==> config.mk <==
export PLATFORM = sky130hd
export DESIGN_NAME = weight_loader
export DESIGN_NICKNAME = d
export VERILOG_FILES = /design/src/rtl/weight_loader.sv
export SDC_FILE = /design/constraint.sdc
export NUM_CORES = 1
export LEC_CHECK = 0
export ABC_AREA = 1
export BUFFER_PORTS_ARGS = -buffer_cell sky130_fd_sc_hd__buf_2
export CAP_MARGIN = 30
export CORE_ASPECT_RATIO = 0.6
export CORE_MARGIN = 1.5
export CORE_UTILIZATION = 40
export CTS_CLUSTER_DIAMETER = 120
export DETAILED_ROUTE_END_ITERATION = 10
export HOLD_SLACK_MARGIN = 0.12
export MAX_ROUTING_LAYER = met4
export SLEW_MARGIN = 15
export SYNTH_ARGS = -nofsm -noshare
export SYNTH_HDL_FRONTEND = slang
export SYNTH_SLANG_ARGS = --single-unit
==> constraint.sdc <==
create_clock -name clk -period 4.6 [get_ports clk]
set_input_delay 1.15 -clock clk [delete_from_list [all_inputs] [get_ports clk]]
set_output_delay 1.15 -clock clk [all_outputs]
set_load 0.03 [all_outputs]
==> src/rtl/weight_loader.sv <==
// Collects the weight stream into an n_pe x k_size kernel set and commits it to a double-buffered output bank.
// Optional WEIGHT_LOADER_CHECKSUM_EN adds k_sum, the unsigned sum of the committed set.
module weight_loader #(
    parameter int data_width = 16,
    parameter int k_size     = 9,
    parameter int n_pe       = 4
) (
    input  logic                              clk,
    input  logic                              nrst,
    input  logic                              start,
    input  logic                              clr,
    input  logic [data_width-1:0]             w_in,
    input  logic                              w_vld,
    output logic                              w_rd,
    output logic [n_pe*k_size*data_width-1:0] k_out,
    output logic                              k_vld,
    input  logic                              k_ack,
    output logic                              busy,
    output logic                              done,
`ifdef WEIGHT_LOADER_CHECKSUM_EN
    output logic [data_width+7:0]             k_sum,
`endif
    output logic                              ovf
);

    localparam int N  = n_pe * k_size;
    localparam int CW = $clog2(N + 1);
    localparam int SW = data_width + 8;

    typedef enum logic [1:0] {IDLE, LOAD, WAIT} state_t;

    state_t                   state;
    logic [CW-1:0]            count;
    logic [N*data_width-1:0]  fill;
`ifdef WEIGHT_LOADER_CHECKSUM_EN
    logic [SW-1:0]            acc;
`endif

    always_comb begin
        w_rd = (state == LOAD);
        busy = (state != IDLE);
    end

    always_ff @(posedge clk or negedge nrst) begin
        if (!nrst) begin
            state <= IDLE;
            count <= '0;
            fill  <= '0;
            k_out <= '0;
            k_vld <= 1'b0;
            done  <= 1'b0;
            ovf   <= 1'b0;
`ifdef WEIGHT_LOADER_CHECKSUM_EN
            acc   <= '0;
            k_sum <= '0;
`endif
        end else begin
            done <= 1'b0;
            if (clr) begin
                state <= IDLE;
                count <= '0;
                k_vld <= 1'b0;
                ovf   <= 1'b0;
`ifdef WEIGHT_LOADER_CHECKSUM_EN
                acc   <= '0;
                k_sum <= '0;
`endif
            end else begin
                // A commit in WAIT below overrides this ack-driven clear.
                if (k_ack && k_vld)
                    k_vld <= 1'b0;
                case (state)
                    IDLE: begin
                        if (w_vld)
                            ovf <= 1'b1;
                        if (start) begin
                            state <= LOAD;
                            count <= '0;
`ifdef WEIGHT_LOADER_CHECKSUM_EN
                            acc   <= '0;
`endif
                        end
                    end
                    LOAD: begin
                        if (w_vld) begin
                            fill[count*data_width +: data_width] <= w_in;
`ifdef WEIGHT_LOADER_CHECKSUM_EN
                            acc <= acc + SW'(w_in);
`endif
                            if (count == CW'(N - 1)) begin
                                state <= WAIT;
                                count <= '0;
                            end else begin
                                count <= count + 1'b1;
                            end
                        end
                    end
                    WAIT: begin
                        if (w_vld)
                            ovf <= 1'b1;
                        if (!k_vld || k_ack) begin
                            k_out <= fill;
                            k_vld <= 1'b1;
                            done  <= 1'b1;
                            state <= IDLE;
`ifdef WEIGHT_LOADER_CHECKSUM_EN
                            k_sum <= acc;
`endif
                        end
                    end
                    default: state <= IDLE;
                endcase
            end
        end
    end

endmodule

==> results.py <==
metrics = {
    "routing": {
        "drc": 0,
        "vias": 38030,
        "drtAntennaViolNets": 0,
        "drt_iter0_drc": 3546,
        "wirelength_um": 160200,
        "firstDrtPassIters": 6,
        "viasPerCell": 5.051,
        "wl_per_cell_um": 21.28,
    },
    "global_routing": {
        "grt_start_max_net_pins": 173,
        "grt_pass1_vias": 36150,
        "grt_pass1_wl_um": 238400,
        "antenna_found_initial": 10,
        "grt.total_usage": 0.2766,
        "grt-ovfl-total": 0,
    },
    "clock_network": {
        "cts_tree": "done",
        "cts_resized": 0,
        "cts_sinks": 1163,
        "clk_pin_slew_ps": 70,
        "htreeDepth": 3,
        "cts-hold-fix-buffers": 0,
        "clk-insertion-delay-late_ps": 720,
        "clock_path_buffers": 3,
        "cts-buffers-inserted": 107,
        "cts_setup_buffers": 0,
        "cts_root_buf": "clkbuf_16",
    },
    "logic_synthesis": {
        "yosysWarnings": 0,
        "ys_seq_elements": 1163,
        "syn_area_per_cell_sq_um": 8.572,
        "seq_area_frac_synth": 0.6275,
        "syn_inst": 5411,
        "yosysTopAreaCell": "dfrtp_1",
        "synth_cell_types": 34,
        "syn_nets": 5436,
        "synthTopCellsByArea": "dfrtp_1 (63%), nand2_1 (23%), o21ai_0 (2.9%)",
        "syn_area_sq_mm": 0.04638,
        "yosys.area.top_type_share": 0.6275,
    },
    "die": {
        "start_util": 0.4048,
        "die_h_um": 266.8,
        "fp.coreArea_sq_mm": 0.1146,
        "die_w_um": 442.6,
        "rows": 96,
        "io_pins": 603,
        "dieArea_sq_mm": 0.1181,
    },
    "sta": {
        "tightestPinTransition_ps": 1093,
        "slew_viol_final": 0,
        "post-route-min-period_ps": 3733,
        "setup_viol": 0,
        "fin_crit_sh": 0.8114,
        "skew_ps": 16.35,
        "hold_viol_final": 0,
        "fin_tns_setup_ps": 0,
        "holdWs_ps": 465.5,
        "max-slew-margin-rel": 0.2714,
        "rsz0062_at_grt": "no",
        "fmax_ghz": 0.2679,
    },
    "critical_path": {
        "timing.rr.start": "count[2]$_DFFE_PN0P_",
        "worst-path-max-fanout": 17,
        "critPathArrivalTime_ps": 4390,
        "reg2reg_depth": 10,
        "rr_endpoint": "fill[41]$_DFFE_PN0P_",
        "endpoint_kind": "flip-flop",
        "crit_end": "fill[41]$_DFFE_PN0P_",
        "worstSetupStartpointType": "flip-flop",
        "cp-startpoint": "count[2]$_DFFE_PN0P_",
        "worst-r2r-setup-slack_ps": 870,
        "required_ps": 5260,
        "crit_type": "reg -> reg",
    },
    "finish": {
        "fin_area_sq_mm": 0.05492,
        "nNetsFinal": 5944,
        "drive_gt1_frac": 0.1574,
        "multi_input_area_sq_mm": 0.01547,
        "synthToLayoutAreaGrowth_pct": 18.40,
        "regArea_sq_mm": 0.02910,
        "fillers": 11250,
    },
    "power": {
        "totalPowerFinal_mw": 23.30,
        "worst_ir_drop_vdd_v": 0.0002995,
        "p_leak_nw": 30.10,
        "p_per_area_mw_per_mm2": 424.3,
    },
    "flow_run": {
        "drv_cap": 0,
    },
    "status": {
        "status": "finished clean",
    },
    "placed_design": {
        "placed_area_sq_mm": 0.05121,
        "dp_hpwl_um": 113900,
        "gp_congestion": 0.9057,
        "io_buffers": 602,
    },
    "hold_path": {
        "min_path_type": "reg -> reg",
    },
}
[cells in the final DEF (no fill, tap or decap), types with 2 or more instances in the layout]
cell	n
ha_1	3
nand4_1	59
nor2_4	6
clkinv_2	28
nor3_1	44
clkinv_1	4
buf_12	26
o21ai_0	268
inv_1	136
clkinvlp_4	6
nor2_2	13
clkbuf_16	109
bufinv_16	7
nor2_1	265
nand2_2	4
o21ai_1	135
nand3_2	11
inv_6	4
o21a_1	3
buf_4	72
nand3_1	128
nor3_2	2
nor3_4	2
inv_2	5
clkinv_8	2
buf_6	4
a21oi_1	27
nand2_4	2
clkbuf_8	26
xor2_1	2
nand2_1	2806
clkbuf_1	19
dfrtp_1	1163
buf_2	601
buf_8	7
[logic make-up after synthesis]
kind of cell,share of synthesized area
XOR/XNOR,0.001322
buffers and inverters,0.03993
adder cells (fa/ha/maj),0.0008094
AND/OR/NAND/NOR,0.2835
AO/OA/AOI/OAI,0.04699
flip-flops,0.6275
[how the worst min path moves through the flow]
stage / depth (start not counted) / from / endpoint
after floorplan: 2 / fill[224]$_DFFE_PN0P_ / fill[224]$_DFFE_PN0P_
after global placement: 2 / k_out[450]$_DFFE_PN0P_ / k_out[450]$_DFFE_PN0P_
after detailed placement: 2 / k_out[34]$_DFFE_PN0P_ / k_out[34]$_DFFE_PN0P_
after CTS: 2 / k_out[243]$_DFFE_PN0P_ / k_out[243]$_DFFE_PN0P_
after global routing: 2 / k_out[240]$_DFFE_PN0P_ / k_out[240]$_DFFE_PN0P_
final: 2 / fill[509]$_DFFE_PN0P_ / k_out[509]$_DFFE_PN0P_
[critical path: stages, from the launching register on]
cell and delay, ps:
dfrtp_1 670, nor2_1 130, nand3_2 150, nand2_1 430, nor2_1 890, nand2_1 310
nor2_1 540, nand2_1 190, nor2_1 150, nand2_1 100, nand2_1 100
[area by class of cell]
class / count / share of cell area
clock buffers: 154 / 0.05748
multi-input cells: 3787 / 0.2817
well taps: 1519 / 0.03461
diodes: 1 / 0.00004557
repair buffers: 711 / 0.07733
clock inverters: 46 / 0.008407
inverters: 149 / 0.01041
flip-flops and latches: 1163 / 0.5300
[cell usage after synthesis]
cell / instances
buf_2: 68
inv_1: 136
inv_4: 1
buf_1: 18
nor3b_1: 1
clkbuf_1: 218
dfrtp_1: 1163
nand4_4: 1
nand3_1: 128
nand2_1: 2807
nor2_4: 5
nand2_2: 4
nor2_2: 12
xnor2_2: 1
a21oi_1: 27
nor3_4: 1
nor4_1: 1
o21a_1: 3
o21ai_1: 135
o21ai_0: 269
nor2_1: 267
clkinv_1: 4
xor2_4: 1
nand3_2: 11
nor3_2: 3
nor2_8: 1
inv_2: 8
xor2_1: 2
buf_4: 7
ha_1: 3
nand2_4: 1
nor3_1: 44
nand4_1: 59
buf_6: 1
[report_power, final]
part / internal [mW] / switching, mW
clock network: 5.17 / 4.08
logic: 0.589 / 2.82
registers: 10.5 / 0.158
[state kept, by name, summed over array words and instances (netlist names)]
signal  flops
fill      576
k_out     576
count       6
state       2
done        1
k_vld       1
ovf         1
[layer usage]
| metal | wire length (um) | share of wire | track usage | vias to the layer above |
|---|---|---|---|---|
| li1 | - | - | - | 17860 |
| met1 | 75520 | 0.47 | 0.4045 | 18830 |
| met2 | 70600 | 0.44 | 0.3966 | 1154 |
| met3 | 10810 | 0.067 | 0.05351 | 194 |
| met4 | 3302 | 0.021 | 0.06281 | 0 |
| met5 | 0 | 0 | - | - |
[metrics by stage]
stage | setup WS (ps) | instances | utilization
finish | 867.4 | 7530 | 0.4792
global route | 673.7 | 7530 | 0.4792
CTS | 872.4 | 7523 | 0.4785
detailed placement | 909.6 | 7323 | 0.4469
global placement | 878.2 | 7317 | 0.4461
floorplan | 2006 | 5411 | -
(Power assumes the default switching activity.)
